$ cat src/rtl/uart_arb_pkg.sv
// Shared types for the UART transmit arbiter.
//   arb_state_t : byte sequencing state (IDLE -> START -> BUSY -> IDLE)
//   idx_width() : bit width of an index into n requesters (at least 1)
package uart_arb_pkg;

    typedef enum logic [1:0] {
        IDLE  = 2'd0,
        START = 2'd1,
        BUSY  = 2'd2
    } arb_state_t;

    function automatic int unsigned idx_width(input int unsigned n);
        return (n > 1) ? $clog2(n) : 1;
    endfunction

endpackage

$ cat src/rtl/rr_priority_pick.sv
// Combinational round-robin picker.
//   req : request vector, one bit per requester
//   ptr : highest-priority index; the scan runs ptr, ptr+1, ... modulo N
//   idx : first requesting index found by the scan (0 when none)
//   any : at least one request is present
module rr_priority_pick
    import uart_arb_pkg::*;
#(
    parameter int unsigned N     = 4,
    parameter int unsigned IDX_W = 2
) (
    input  logic [N-1:0]     req,
    input  logic [IDX_W-1:0] ptr,
    output logic [IDX_W-1:0] idx,
    output logic             any
);

    always_comb begin
        int unsigned pos;
        pos = 0;
        idx = '0;
        any = 1'b0;
        for (int unsigned k = 0; k < N; k++) begin
            pos = (32'(ptr) + k) % N;
            if (!any && req[IDX_W'(pos)]) begin
                any = 1'b1;
                idx = IDX_W'(pos);
            end
        end
    end

endmodule

$ cat src/rtl/uart_tx_arbiter.sv
// Round-robin arbiter sharing one UART transmitter among NUM_REQ byte
// producers, with per-requester frame locking and a lock idle timeout.
//   clock, resetn : system clock, asynchronous active-low reset
//   req_valid     : requester i has a byte
//   req_data      : byte of requester i at [i*WIDTH +: WIDTH]
//   req_last      : byte ends requester i's frame
//   req_ready     : one-hot capture strobe (valid & ready = byte taken)
//   tx_data       : word to the transmitter, held until the next capture
//   tx_start      : start request, held until the transmitter goes not-ready
//   tx_ready      : transmitter idle
//   tx_done       : transmitter finished a byte (debug counting only)
//   grant_id      : current or last granted requester
//   locked        : a frame is in progress
//   busy          : sequencer is not IDLE
module uart_tx_arbiter
    import uart_arb_pkg::*;
#(
    parameter int unsigned NUM_REQ       = 4,
    parameter int unsigned WIDTH         = 8,
    parameter int unsigned LOCK_IDLE_MAX = 16
) (
    input  logic                       clock,
    input  logic                       resetn,
    input  logic [NUM_REQ-1:0]         req_valid,
    input  logic [NUM_REQ*WIDTH-1:0]   req_data,
    input  logic [NUM_REQ-1:0]         req_last,
    output logic [NUM_REQ-1:0]         req_ready,
    output logic [WIDTH-1:0]           tx_data,
    output logic                       tx_start,
    input  logic                       tx_ready,
    input  logic                       tx_done,
    output logic [$clog2(NUM_REQ)-1:0] grant_id,
    output logic                       locked,
    output logic                       busy
);

    localparam int unsigned IDX_W = idx_width(NUM_REQ);
    localparam int unsigned CNT_W = $clog2(LOCK_IDLE_MAX + 1);

    arb_state_t       state, state_nx;
    logic [IDX_W-1:0] rr_ptr;
    logic [IDX_W-1:0] pick_idx;
    logic [IDX_W-1:0] sel;
    logic             pick_any;
    logic             cand_valid;
    logic             capture;
    logic [CNT_W-1:0] idle_cnt;
    logic [15:0]      done_seen;

    function automatic logic [IDX_W-1:0] wrap_inc(input logic [IDX_W-1:0] i);
        return (i == IDX_W'(NUM_REQ - 1)) ? '0 : i + 1'b1;
    endfunction

    rr_priority_pick #(
        .N     (NUM_REQ),
        .IDX_W (IDX_W)
    ) u_pick (
        .req (req_valid),
        .ptr (rr_ptr),
        .idx (pick_idx),
        .any (pick_any)
    );

    // While locked only the lock owner is a candidate; other requesters wait.
    always_comb begin
        sel        = locked ? grant_id : pick_idx;
        cand_valid = locked ? req_valid[grant_id] : pick_any;
        req_ready  = '0;
        if (state == IDLE && tx_ready && cand_valid) begin
            req_ready[sel] = 1'b1;
        end
        capture = |req_ready;
    end

    always_comb begin
        state_nx = state;
        unique case (state)
            IDLE:    if (capture)   state_nx = START;
            START:   if (!tx_ready) state_nx = BUSY;
            BUSY:    if (tx_ready)  state_nx = IDLE;
            default:                state_nx = IDLE;
        endcase
    end

    assign busy = (state != IDLE);

    always_ff @(posedge clock or negedge resetn) begin
        if (!resetn) begin
            state     <= IDLE;
            tx_data   <= '0;
            tx_start  <= 1'b0;
            grant_id  <= '0;
            locked    <= 1'b0;
            rr_ptr    <= '0;
            idle_cnt  <= '0;
            done_seen <= '0;
        end else begin
            state <= state_nx;
            unique case (state)
                IDLE: begin
                    // Capture takes precedence over a timeout on the same cycle.
                    if (capture) begin
                        tx_data  <= req_data[sel*WIDTH +: WIDTH];
                        grant_id <= sel;
                        locked   <= !req_last[sel];
                        tx_start <= 1'b1;
                        idle_cnt <= '0;
                        if (req_last[sel]) begin
                            rr_ptr <= wrap_inc(sel);
                        end
                    end else if (locked && !req_valid[grant_id]) begin
                        if (idle_cnt == CNT_W'(LOCK_IDLE_MAX - 1)) begin
                            locked   <= 1'b0;
                            rr_ptr   <= wrap_inc(grant_id);
                            idle_cnt <= '0;
                        end else begin
                            idle_cnt <= idle_cnt + 1'b1;
                        end
                    end else if (!locked) begin
                        idle_cnt <= '0;
                    end
                end
                START: begin
                    if (!tx_ready) begin
                        tx_start <= 1'b0;
                    end
                end
                BUSY: begin
                    if (tx_done) begin
                        done_seen <= done_seen + 1'b1;
                    end
                end
                default: ;
            endcase
        end
    end

endmodule

$ cat config.mk
export PLATFORM = sky130hd
export DESIGN_NAME = uart_tx_arbiter
export DESIGN_NICKNAME = d
export VERILOG_FILES = /design/src/rtl/uart_arb_pkg.sv /design/src/rtl/rr_priority_pick.sv /design/src/rtl/uart_tx_arbiter.sv
export SDC_FILE = /design/constraint.sdc
export NUM_CORES = 1
export LEC_CHECK = 0
export ABC_AREA = 1
export CAP_MARGIN = 20
export CORE_ASPECT_RATIO = 1.25
export CORE_MARGIN = 3
export CORE_UTILIZATION = 41
export CTS_CLUSTER_SIZE = 28
export DETAILED_ROUTE_END_ITERATION = 10
export PLACE_DENSITY = 0.83
export SYNTH_ARGS = -nofsm -noshare
export SYNTH_HDL_FRONTEND = slang
export SYNTH_SLANG_ARGS = --single-unit
$ cat constraint.sdc
create_clock -name clock -period 2.4 [get_ports clock]
set_clock_uncertainty 0.1 [all_clocks]
set_input_delay 0.48 -clock clock [delete_from_list [all_inputs] [get_ports clock]]
set_output_delay 0.48 -clock clock [all_outputs]
set_load 0.005 [all_outputs]
Word-level counts from Yosys, hierarchy flattened
Index checks and enable logic that the tools add are counted.
{"block": "totals", "regBits": 21, "in_bits": 44, "output_inout_bits": 17, "elab_cells": 100}
{"block": "op_classes", "add_sub_neg": 6, "n_lt_le_gt_ge": 7, "eq_ne": 10, "n_shift": 1, "n_mux": 45, "reduce_logical": 24}
{"cell": "$shiftx A32 B6 Y8", "n": 1}
{"cell": "$mux W2", "n": 14}
{"cell": "$mux W5", "n": 4}
{"cell": "$lt A2 B3 Y1 const B", "n": 6}
{"cell": "$mux W1", "n": 17}
{"cell": "$bmux W1 S2", "n": 6}
{"cell": "$reduce_and A3 Y1", "n": 3}
{"cell": "$reduce_bool A2 Y1", "n": 4}
{"cell": "$logic_and A1 B1 Y1", "n": 7}
{"cell": "$add A2 B1 Y2 const B", "n": 3}
{"cell": "$eq A2 B2 Y1 const B", "n": 3}
{"cell": "$ne A2 B2 Y1 const B", "n": 3}
{"cell": "$pmux W2 S3", "n": 1}
{"cell": "$add A5 B1 Y5 const B", "n": 1}
{"cell": "$eq A5 B4 Y1 const B", "n": 1}
{"cell": "$logic_not A1 Y1", "n": 5}
{"cell": "$add A2 B2 Y2 const B", "n": 2}
{"cell": "$mux W4", "n": 1}
{"cell": "$reduce_and A2 Y1", "n": 2}
{"cell": "$reduce_and A4 Y1", "n": 1}
{"cell": "$reduce_or A4 Y1", "n": 1}
{"cell": "$ne A3 B1 Y1 const B", "n": 1}
{"cell": "$demux W1 S2", "n": 1}
{"cell": "$eq A2 B1 Y1 const B", "n": 1}
{"cell": "4 further kinds", "n": 4}

Longest topological paths before layout
Gate-level depths: netlist (run 1).
{"block": "logic_depth", "depth_word": 21, "mapped_depth": 21, "depth_no_buf": 20}

By module
A second synthesis (run 1) with hierarchy kept.
{"block": "hier_totals", "hier_cells": 262, "hier_area_um2": 1808.0}
{"module": "uart_tx_arbiter", "instances": 1, "cells_per_inst": 203, "area_per_inst_um2": 1488.9, "seq_area_each_um2": 525.5}
{"module": "rr_priority_pick", "instances": 1, "cells_per_inst": 59, "area_per_inst_um2": 319.1, "seq_area_each_um2": 0.0}

Worst setup path after synthesis (run 1)
OpenSTA, ideal clock, no wires.
{"block": "synth_path", "path_type": "input to register", "start": "input req_valid[2]", "end": "register idle_cnt[0]", "setup_ns": 0.077, "t_arrival_ns": 2.548, "required_ns": 2.223, "setup_slack_ns": -0.324, "path_stages": 18, "n_path_buf": 2, "cell_sequence": "inv_1 nand2_1 nand3_1 nand2_2 nor2_4 nand3_2 nand2_2 nand3_2 nand2_4 buf_12 inv_6 buf_6 ha_1 o211ai_1 nand2_4 nor2_2 nand3_1 o21ai_1"}
{"block": "synth_between", "elab_chain_cells": 21, "word_cells_on_any_way": 40, "classes_between": "order compare: 2; eq/ne: 1; mux: 25; reduce/logical: 12"}
{"element": "start, declared", "line_no": "uart_tx_arbiter.sv:24", "text": "input logic [NUM_REQ-1:0] req_valid,"}
{"element": "$bmux W1 S2", "line_no": "rr_priority_pick.sv:25", "text": "if (!any && req[IDX_W'(pos)]) begin"}
{"element": "$mux W1 (implied by the code)", "line_no": "rr_priority_pick.sv:25"}
{"element": "$mux W1", "line_no": "rr_priority_pick.sv:25"}
{"element": "$logic_not A1 Y1", "line_no": "rr_priority_pick.sv:25"}
{"element": "$logic_and A1 B1 Y1", "line_no": "rr_priority_pick.sv:25"}
{"element": "$mux W1", "line_no": "rr_priority_pick.sv:25"}
{"element": "$logic_not A1 Y1", "line_no": "rr_priority_pick.sv:25"}
{"element": "$logic_and A1 B1 Y1", "line_no": "rr_priority_pick.sv:25"}
{"element": "(+5 left out)"}
{"element": "$lt A2 B3 Y1 (implied by the code) or $ge A2 B1 Y1 (tied branches)", "line_no": "uart_tx_arbiter.sv:70", "text": "req_ready[sel] = 1'b1;"}
{"element": "$logic_and A1 B1 Y1 (implied by the code)", "line_no": "uart_tx_arbiter.sv:70"}
{"element": "$mux W1 (implied by the code)", "line_no": "uart_tx_arbiter.sv:70"}
{"element": "$demux W1 S2", "line_no": "uart_tx_arbiter.sv:70"}
{"element": "$mux W4", "line_no": "uart_tx_arbiter.sv:69", "text": "if (state == IDLE && tx_ready && cand_valid) begin"}
{"element": "$reduce_or A4 Y1", "line_no": "uart_tx_arbiter.sv:72", "text": "capture = |req_ready;"}
{"element": "$ne A3 B1 Y1 (no source line)"}
{"element": "$reduce_and A2 Y1 (no source line)"}
{"element": "end signal, assigned", "line_no": "uart_tx_arbiter.sv:117", "text": "idle_cnt <= idle_cnt + 1'b1;"}
{"element": "end, declared", "line_no": "uart_tx_arbiter.sv:47", "text": "logic [CNT_W-1:0] idle_cnt;"}
Several ways; a longest one is shown, not always the timed one. The select of a mux whose other input is x is not followed.
A chain may end at the register's enable or synchronous reset.

Worst setup path in the final report (run 1)
{"block": "layout_path", "start": "register rr_ptr[0]", "end": "output req_ready[2]"}
{"block": "layout_between", "elab_chain_cells": 18, "word_cells_on_any_way": 34, "classes_between": "add/sub: 3; order compare: 2; mux: 21; reduce/logical: 8"}
{"element": "start, declared", "line_no": "uart_tx_arbiter.sv:41", "text": "logic [IDX_W-1:0] rr_ptr;"}
{"element": "start signal, assigned", "line_no": "uart_tx_arbiter.sv:109", "text": "rr_ptr <= wrap_inc(sel);"}
{"element": "start signal, assigned", "line_no": "uart_tx_arbiter.sv:114", "text": "rr_ptr <= wrap_inc(grant_id);"}
{"element": "branches (longest 17 deep; another with $add A2 B1 Y2)"}
{"element": "$mux W4 (*)", "line_no": "uart_tx_arbiter.sv:69"}
{"element": "end, declared", "line_no": "uart_tx_arbiter.sv:27", "text": "output logic [NUM_REQ-1:0] req_ready,"}
Mark *: on every way between the ends. The select of a mux whose other input is x is not followed.

==> impl_metrics.tcl, run 1 <==
set metrics [dict create \
    place_ws_ns -0.821 \
    floorplan.io_pins 61 \
    report.power.total_mw 3.90 \
    cell_type_group_with_the_largest_total_delay_on_the_critical_path "simple AND/OR/NAND/NOR gates" \
    final_min_period_over_clock_period_pct 111 \
    critical-path-slowest-cell "dfrtp_2" \
    drv_slew 0 \
    synth-seq-cells 21 \
    globalRouteTotalUtil_pct 23.0 \
    whs_endpoint "tx_data[4]" \
    outcome "complete, but fails checks" \
    post_synth_instance_area_mm2 0.00169 \
    post-synth-top-count-cell "nand2_1" \
    cp_common_cell "nand2_2" \
    fin_tns_setup_ns -4.04 \
    maxClockFrequency_mhz 375 \
    failing_checks "setup timing" \
    cap_viol_max_count 0 \
    arrival_time_at_the_worst_endpoint_ns 2.08 \
    r2r_setup_slack_ns -0.23 \
    netlist_instances 257 \
    ys_top_cells_by_area "dfrtp_1 31%, nand2_1 24%, nand3_1 14%, nand2_2 4.1%, inv_1 3.6%" \
    global_route_wire_length_before_repair_mm 9.25 \
    core_area_mm2 0.00388 \
    area.sequential_um2 528 \
    total_of_hold_buffers_inserted_after_clock_tree_synthesis 0 \
    crit_type "flip-flop to output port" \
    synth_cell_types 23 \
    final_util_pct 73.5 \
    nNetsFinal 397 \
    die-area_mm2 0.00492 \
    endpoint_of_the_worst_slack_reg_to_reg_timing_path "rr_ptr[0]" \
    rsz0062_at_grt "true" \
    port_bufs 59 \
    drt_drc_violations_left 0 \
    place.gp.congestion 0.924 \
    root_buffer "clkbuf_8" \
    timing.critical_path.required_ns 1.82 \
    antenna_diode_instance_count 0 \
    crit-reg2reg-launch "rr_ptr[0]" \
    dr.pass1.iters 4 \
    post-synth-top-area-cell "dfrtp_1" \
    initial_utilization_pct 43.5 \
    grt_antenna_before_repair 0 \
    path_clk_slew_ns 0.08 \
    die_y_um 77.7 \
    cp_num_buf_inv 4 \
    synthDominantCellAreaShare_pct 31.2 \
    fill_cells 301 \
    power.ir.vdd_worst_v 0.000711 \
    die_width_um 63.3 \
    synth_xor_xnor_area_share_pct 1.04 \
    tritoncts "done" \
    synth_commonest_cells "106 x nand2_1, 47 x nand3_1, 21 x dfrtp_1" \
    clkLatencyLatePin_ns 0.26 \
    avgViaCountPerCell 4.97 \
    route.antenna.remaining_nets 0 \
    route.final.wire_length_mm 5.26 \
    place.detailed.hpwl_mm 3.92 \
    ys.flop_type "dfrtp_1" \
    cp_cell_sequence "buf_6 > nand2_2 > nand2_1 > nand2_2 > nand2_2 > nor2_4 > nand3_2 > nand3_2 > nand2_1 > nand2_2 > buf_6 > ha_4 > inv_1 > nor2_1 > buf_2" \
    start_kind "flip-flop" \
    core.rowCount 25 \
    slowest_delay_ns 0.47 \
    adder_cell_area_share_of_the_yosys_netlist_pct 2.97 \
    numPlacedInstances 391 \
    dr.first_iter.drc_count 68 \
    routed_wire_length_per_instance_um 13.1 \
    worst_reg2reg_path_length_in_cells 19 \
    numClockSinks 21 \
    synth_async_sr_flop_share_pct 100 \
    ctsLongestPathBuffers 2 \
    instances_no_fill 402 \
    timing.critical_path.to_type "output port" \
    grt_start_max_net_pins 22 \
    grt_overflow 0 \
    cts-buffers-inserted 3 \
    final-setup-viol-count 24 \
    count_of_flip_flops_with_a_built_in_enable_after_synthesis 0 \
    worst-slew-pin-transition_ns 0.262 \
    multi_input_logic_area_mm2 0.00123 \
    areaGrowthSynthToFinish_pct 69.1 \
    worst-path-max-fanout 6 \
    min_delay_path_depth 2 \
    muxShareOfSynthArea_pct 0 \
    maxSlewHeadroom_pct 82.5 \
    synth.yosys.seq_area_share_pct 31.2 \
    timing.hold.worst.start "tx_data[4]" \
    final_critical_path_setup_slack_ns -0.264 \
    power_density_mw_per_mm2 1370 \
    dominant_combinational_cell_family_by_area_after_synthesis "simple AND/OR/NAND/NOR gates" \
    synth_nets 305 \
    first_global_vias 2120 \
    min-delay-path-class "flip-flop to flip-flop" \
    routed-via-count 1997 \
    p_leak_nw 1.40 \
    synthesis.yosys.warnings 0 \
    post_synth.cell_area_avg_um2 6.56 \
    clock_tree.htree_level_count 1 \
    layout-drive-gt1-share_pct 33.3 \
    fin_crit_ns 2.66 \
    timing.final.hold_violations 0 \
    synth-simple-area-share_pct 50.9 \
    synth-compound-area-share_pct 4.75 \
]
[stage by stage]
| step | area [um2] | hold WS, ns |
|---|---|---|
| after global placement | 2580 | 0.366 |
| after floorplan | 1790 | 0.0844 |
| after CTS | 2840 | 0.386 |
| after global routing | 2850 | 0.420 |
| final | 2850 | 0.382 |
| after detailed placement | 2580 | 0.366 |
[kinds of logic after synthesis]
kind of cell    count (synthesis)
flops                          21
buf+inv                        28
simple gates                  187
fa+ha+maj                       4
xor+xnor                        2
compound gates                 15
[final cells by class]
class	count	share of cell area, %
timing repair buffer	94	31.1
inverter	20	3.07
clock buffer	3	1.45
sequential	21	18.5
tap	54	2.37
multi-input combinational	209	43.3
clock inverter	1	0.176
[placed cells by master (no fill, tap or decap), types with 5 or more instances in the layout]
master,netlist,routed
dfrtp_1,21,19
nand3_2,4,16
inv_2,3,6
nor2_1,11,11
nand3_1,47,31
nand2_4,3,5
buf_6,3,8
nand2_1,106,89
clkdlybuf4s50_1,0,51
buf_4,0,25
inv_1,16,11
nand2_2,11,26
[state kept, by name, indices dropped and copies added (netlist names)]
signal and cells:
idle_cnt 5, locked 1, tx_start 1, state 2, rr_ptr 2, grant_id 2, tx_data 8
[per-layer routing]
metal | vias up | track usage, % | routed length [um]
met5 | - | 0 | 0
met2 | 75 | 44.0 | 2800
li1 | 1006 | - | -
met1 | 904 | 24.4 | 2000
met4 | 0 | 6.70 | 140
met3 | 12 | 5.35 | 315
[what timing repair did]
| action | CTS | global route |
|---|---|---|
| cloned | 2 | 0 |
| buffers inserted | 5 | 0 |
| endpoints found under the setup margin | 24 | 24 |
| pin swaps | 29 | 2 |
| resized for setup | 69 | 4 |
[power by group]
part	leakage (nW)	total (mW)	internal (mW)	switching (mW)
clock network	0.0255	0.230	0.116	0.114
logic	1.11	3.04	1.37	1.67
registers	0.264	0.622	0.501	0.121
total	1.40	3.90	1.99	1.90
[worst max path at each step]
stage | from | cells after the start | end
6_report | rr_ptr[0] | 15 | req_ready[2]
4_1_cts | rr_ptr[0] | 14 | req_ready[0]
5_1_grt | rr_ptr[0] | 15 | req_ready[2]
3_3_place_gp | req_valid[3] | 15 | req_ready[1]
3_5_place_dp | req_valid[3] | 16 | req_ready[0]
2_1_floorplan | rr_ptr[0] | 19 | idle_cnt[0]
[worst register-to-register path: cells and delay by family (launching register included)]
kind	cells	cell delay, ns
and+or+nand+nor	14	1.23
DFF	1	0.47
adders and majority gates	1	0.15
buffers and inverters	3	0.40
AOI/OAI and AO/OA	1	0.18
Note: power is estimated with default switching activity, not from simulation.
==> run 2: changes to the inputs <==
--- a/config.mk
+++ b/config.mk
@@ -9,10 +9,11 @@
 export CAP_MARGIN = 20
 export CORE_ASPECT_RATIO = 1.25
 export CORE_MARGIN = 3
-export CORE_UTILIZATION = 41
+export CORE_UTILIZATION = 24
 export CTS_CLUSTER_SIZE = 28
 export DETAILED_ROUTE_END_ITERATION = 10
-export PLACE_DENSITY = 0.83
+export HOLD_SLACK_MARGIN = 0.02
+export PLACE_DENSITY = 0.56
 export SYNTH_ARGS = -nofsm -noshare
 export SYNTH_HDL_FRONTEND = slang
 export SYNTH_SLANG_ARGS = --single-unit
==> run 2 against run 1 <==
Effect of this change:
- the run still ends with setup timing left
- die area up 64%
- utilization is 26 points lower
- register-to-register slack better by 0.04 ns
- critical path depth shrank 1
- first-iteration DRC count decreased by 13%
- critical endpoint unchanged
- largest power group unchanged
- highest routed layer unchanged
==> impl_metrics.tcl, run 2 (synthesis gave the netlist of run 1 again) <==
set metrics [dict create \
    floorplan.io_pins 61 \
    slowest_delay_ns 0.45 \
    final-setup-viol-count 24 \
    cp-startpoint "rr_ptr[0]" \
    maxClockFrequency_mhz 377 \
    timing.final.hold_violations 0 \
    fill_cells 686 \
    grt_overflow 0 \
    dr.first_iter.drc_count 59 \
    routed-via-count 2014 \
    layout-drive-gt1-share_pct 41.1 \
    dr.pass1.iters 4 \
    power_density_mw_per_mm2 1380 \
    timing.critical_path.required_ns 1.82 \
    area.sequential_um2 528 \
    core_area_mm2 0.00669 \
    drv_slew 0 \
    maxSlewHeadroom_pct 81.8 \
    route.antenna.remaining_nets 0 \
    initial_utilization_pct 25.2 \
    tritoncts "done" \
    die_width_um 81.0 \
    antenna_diode_instance_count 0 \
    timing.hold.worst.start "tx_data[4]" \
    worst-slew-pin-transition_ns 0.274 \
    die_y_um 99.7 \
    port_bufs 59 \
    nNetsFinal 414 \
    layout_commonest_cell "nand2_1" \
    crit-reg2reg-launch "rr_ptr[1]" \
    routed_wire_length_per_instance_um 12.3 \
    grt_antenna_before_repair 0 \
    cp_cell_sequence "buf_6 > nand2_2 > nand3_2 > buf_4 > nand2_1 > nand2_1 > nand3_1 > nand2_1 > nand2_2 > buf_6 > ha_4 > inv_2 > nor2_1 > buf_2" \
    final_min_period_over_clock_period_pct 111 \
    cts-buffers-inserted 3 \
    route.final.wire_length_mm 5.54 \
    multi_input_logic_area_mm2 0.00135 \
    final_util_pct 47.0 \
    place.gp.congestion 0.815 \
    worst_reg2reg_path_length_in_cells 19 \
    failing_checks "setup timing" \
    endpoint_of_the_worst_slack_reg_to_reg_timing_path "idle_cnt[0]" \
    worst-path-max-fanout 7 \
    p_leak_nw 1.50 \
    crit_type "flip-flop to output port" \
    clock_tree.htree_level_count 1 \
    max_flop_register "tx_data" \
    final_critical_path_setup_slack_ns -0.255 \
    cap_viol_max_count 0 \
    power.ir.vdd_worst_v 0.000472 \
    core.rowCount 33 \
    critical-path-slowest-cell "dfrtp_2" \
    min-delay-path-class "flip-flop to flip-flop" \
    whs_endpoint "tx_data[4]" \
    areaGrowthSynthToFinish_pct 86.6 \
    r2r_setup_slack_ns -0.19 \
    grt_start_max_net_pins 22 \
    ctsLongestPathBuffers 2 \
    fin_crit_ns 2.66 \
    timing.critical_path.to_type "output port" \
    drt_drc_violations_left 0 \
    place.detailed.hpwl_mm 4.12 \
    globalRouteTotalUtil_pct 14.1 \
    global_route_wire_length_before_repair_mm 9.13 \
    report.power.total_mw 4.34 \
    root_buffer "clkbuf_8" \
    path_clk_slew_ns 0.08 \
    outcome "complete, but fails checks" \
    layout_top_registers "tx_data (8), idle_cnt (5)" \
    numClockSinks 21 \
    die-area_mm2 0.00807 \
    min_delay_path_depth 2 \
    rsz0062_at_grt "true" \
    largest_reg_flops 8 \
    cp_common_cell "nand2_1" \
    start_kind "flip-flop" \
    layout_common_cells "76 x nand2_1, 51 x clkdlybuf4s50_1, 41 x buf_4" \
    first_global_vias 1994 \
    avgViaCountPerCell 4.46 \
    arrival_time_at_the_worst_endpoint_ns 2.08 \
    clkLatencyLatePin_ns 0.26 \
]
run 2: routing by layer:
layer / routed length, um / vias up / track usage (%)
li1: - / 1039 / -
met4: 44 / 0 / 3.51
met1: 2230 / 925 / 17.7
met3: 220 / 4 / 1.99
met2: 3040 / 46 / 24.9
met5: 0 / - / 0
run 2: how the worst max path moves through the flow:
stage,endpoint,cells past startpoint
2_1_floorplan,idle_cnt[0],19
3_5_place_dp,req_ready[3],14
6_report,req_ready[2],14
3_3_place_gp,req_ready[3],14
5_1_grt,req_ready[2],15
4_1_cts,req_ready[2],15
run 2: repair_timing:
action,4_1_cts,5_1_grt
endpoints found under the setup margin,24,24
hold buffers,0,0
resized for setup,86,24
gates cloned,0,0
pin swaps,23,6
setup buffers,10,7
run 2: layout make-up:
| type | count | share of cell area (%) |
|---|---|---|
| sequential | 21 | 16.8 |
| clock inverter | 1 | 0.159 |
| tap | 87 | 3.46 |
| multi-input combinational | 208 | 42.9 |
| clock buffer | 3 | 1.31 |
| timing repair buffer | 112 | 32.4 |
| inverter | 20 | 3.02 |
run 2: where the power goes:
group          total (mW)  internal (mW)  switching (mW)
registers           0.614          0.501           0.112
logic                3.50           1.65            1.84
clock network       0.233          0.115           0.117
total                4.34           2.27            2.07
run 2: worst max-delay path, delay by kind of cell, from the launching register on:
family                     cells  cell delay [ns]
and+or+nand+nor                8             0.68
DFF                            1             0.45
buffers and inverters          5             0.57
adders and majority gates      1             0.12
run 2: stage by stage:
step	setup TNS, ns	instance area, um2	hold slack, ns	setup slack (ns)	std cells
final	-3.62	3140	0.382	-0.255	452
after global routing	-6.51	3140	0.412	-0.352	452
after CTS	-3.31	3010	0.393	-0.214	445
after detailed placement	-14.10	2670	0.364	-0.808	431
after global placement	-14.05	2670	0.366	-0.778	431
after floorplan	-4.36	1790	0.0844	-0.266	257
==> run 3: changes to the inputs <==
--- a/config.mk
+++ b/config.mk
@@ -10,10 +10,9 @@
 export CORE_ASPECT_RATIO = 1.25
 export CORE_MARGIN = 3
 export CORE_UTILIZATION = 24
-export CTS_CLUSTER_SIZE = 28
 export DETAILED_ROUTE_END_ITERATION = 10
 export HOLD_SLACK_MARGIN = 0.02
-export PLACE_DENSITY = 0.56
+export PLACE_DENSITY = 0.54
 export SYNTH_ARGS = -nofsm -noshare
 export SYNTH_HDL_FRONTEND = slang
 export SYNTH_SLANG_ARGS = --single-unit
==> constraint.sdc (replaced) <==
create_clock -name clock -period 3.4 [get_ports clock]
set_clock_uncertainty 0.1 [all_clocks]
set_input_delay 0.68 -clock clock [delete_from_list [all_inputs] [get_ports clock]]
set_output_delay 0.68 -clock clock [all_outputs]
set_load 0.005 [all_outputs]
==> run 3 against run 2 <==
Effect of this change:
- the flow now finishes without violations
- routed wire length fell by 12%
- critical path depth increased by 3
- global-route usage down 1.1 points
- sequential share of layout area increased by 3.3 points
- via count decreased by 7.8%
- non-clock buffer count decreased by 28
- clock power down 29%
- die area did not move
- utilization fell by 7.7 points
- flip-flop and latch count unchanged
- setup slack gained 0.49 ns
- first-iteration DRC count increased by 36%
==> impl_metrics.tcl, run 3 (synthesis gave the netlist of run 1 again) <==
set metrics [dict create \
    grt_antenna_before_repair 0 \
    fill_cells 762 \
    power_switching_mw 1.10 \
    final-setup-viol-count 0 \
    maxClockFrequency_mhz 316 \
    ctsLongestPathBuffers 2 \
    total_of_hold_buffers_inserted_after_clock_tree_synthesis 0 \
    min-delay-path-class "flip-flop to flip-flop" \
    cts-buffers-inserted 3 \
    p_seq_share_pct 20.1 \
    worst_reg2reg_path_length_in_cells 19 \
    whs_endpoint "tx_data[5]" \
    layout_common_cells "100 x nand2_1, 51 x clkdlybuf4s50_1, 46 x nand3_1" \
    core.rowCount 33 \
    dr.first_iter.drc_count 80 \
    clkPwrFrac_pct 7.2 \
    layout_top_registers "tx_data (8), idle_cnt (5)" \
    crit_type "primary input to output port" \
    initial_utilization_pct 25.2 \
    layout-drive-gt1-share_pct 21.4 \
    rsz0062_at_grt "false" \
    final_min_period_over_clock_period_pct 93.2 \
    internal_power_mw 1.20 \
    global_route_wire_length_before_repair_mm 8.35 \
    timing.critical_path.required_ns 2.62 \
    fin_crit_ns 3.17 \
    routed-via-count 1857 \
    cap_viol_max_count 0 \
    largest_reg_flops 8 \
    min_delay_path_depth 2 \
    nNetsFinal 386 \
    tritoncts "done" \
    cell_type_group_with_the_largest_total_delay_on_the_critical_path "buffers and inverters" \
    dr.pass1.iters 4 \
    instances_no_fill 424 \
    avgViaCountPerCell 4.38 \
    outcome "complete, no violations" \
    multi_input_logic_area_mm2 0.00106 \
    comb_power_share_pct 72.7 \
    worst-path-max-fanout 5 \
    final_critical_path_setup_slack_ns 0.231 \
    drv_slew 0 \
    slowest_delay_ns 0.27 \
    timing.hold.worst.start "tx_data[5]" \
    area.sequential_um2 527 \
    numClockSinks 21 \
    routed_wire_length_per_instance_um 11.5 \
    timing.final.hold_violations 0 \
    layout_commonest_cell "nand2_1" \
    areaGrowthSynthToFinish_pct 55.8 \
    die_y_um 99.7 \
    crit-reg2reg-launch "rr_ptr[0]" \
    critical-path-slowest-cell "dlygate4sd2_1" \
    power_density_mw_per_mm2 875 \
    drt_drc_violations_left 0 \
    worst-slew-pin-transition_ns 0.386 \
    maxSlewHeadroom_pct 74.2 \
    numPlacedInstances 417 \
    antenna_diode_instance_count 0 \
    start_kind "primary input" \
    place.gp.congestion 0.802 \
    report.power.total_mw 2.30 \
    route.final.wire_length_mm 4.90 \
    cp_num_buf_inv 6 \
    die_width_um 81.0 \
    place.detailed.hpwl_mm 3.88 \
    switching_share_pct 48.0 \
    globalRouteTotalUtil_pct 13.0 \
    grt_start_max_net_pins 22 \
    root_buffer "clkbuf_8" \
    timing.critical_path.to_type "output port" \
    arrival_time_at_the_worst_endpoint_ns 2.39 \
    route.antenna.remaining_nets 0 \
    core_area_mm2 0.00669 \
    clock_tree.htree_level_count 1 \
    clkLatencyLatePin_ns 0.26 \
    r2r_setup_slack_ns 0.62 \
    first_global_vias 1867 \
    cp_cell_sequence "dlygate4sd2_1 > inv_2 > nand2_1 > nand2_2 > nand2_1 > nand2_2 > nor2_1 > nor2_1 > nand2_2 > nand3_4 > nand2_4 > buf_12 > inv_6 > ha_2 > inv_1 > nor2_1 > clkdlybuf4s15_2" \
    endpoint_of_the_worst_slack_reg_to_reg_timing_path "idle_cnt[3]" \
    path_clk_slew_ns 0.08 \
    fin_tns_setup_ns 0 \
    floorplan.io_pins 61 \
    whs_ns 0.395 \
    port_bufs 59 \
    place_ws_ns -0.304 \
    grt_overflow 0 \
    die-area_mm2 0.00807 \
    power.ir.vdd_worst_v 0.000323 \
    max_flop_register "tx_data" \
    p_leak_nw 1.32 \
]
-- run 3: through the flow --
stage | utilization, % | area, um2
detailed placement | 37.0 | 2480
floorplan | - | 1690
finish | 39.3 | 2630
global placement | 37.0 | 2480
global route | 39.3 | 2630
CTS | 38.2 | 2550
-- run 3: worst min-delay path: stages (launching register included) --
cell and delay, ns:
dfrtp_1 0.35, nand2_1 0.05, nand2_1 0.06
-- run 3: repair_timing --
| action | 4_1_cts | 5_1_grt |
|---|---|---|
| gates resized for setup | 16 | 15 |
| setup buffers | 2 | 0 |
| endpoints found under the setup margin | 4 | 4 |
| pin swaps | 5 | 5 |
| gates cloned | 0 | 0 |
-- run 3: per-layer routing --
metal | global-route usage, % | vias up | share of wire, %
met1 | 15.5 | 830 | 43
met3 | 3.08 | 0 | 5.2
met5 | 0 | - | 0
li1 | - | 981 | -
met2 | 23.7 | 46 | 52
met4 | 1.69 | 0 | 0
-- run 3: power groups by stage --
stage	Combinational (mW)	Clock [mW]	Sequential, mW
final	1.67	0.166	0.461
after floorplan	1.05	0	0.430
after global routing	1.90	0.185	0.479
after detailed placement	1.60	0	0.460
after global placement	1.58	0	0.461
after CTS	1.65	0.173	0.461
-- run 3: layout make-up --
| cell class | count | share of cell area, % |
|---|---|---|
| timing repair buffer | 84 | 30.7 |
| inverter | 20 | 3.05 |
| multi-input combinational | 208 | 40.3 |
| sequential | 21 | 20.1 |
| clock inverter | 1 | 0.191 |
| tap | 87 | 4.14 |
| clock buffer | 3 | 1.57 |
-- run 3: worst max-delay path by stage --
stage	start	end	slack, ns	depth (start not counted)
final	req_valid[3]	req_ready[2]	0.23	17
after global placement	req_valid[3]	req_ready[0]	-0.26	16
after CTS	req_valid[2]	req_ready[2]	0.006	16
after global routing	req_valid[3]	req_ready[2]	0.07	17
after detailed placement	req_valid[3]	req_ready[0]	-0.30	16
after floorplan	req_valid[2]	idle_cnt[0]	0.48	18
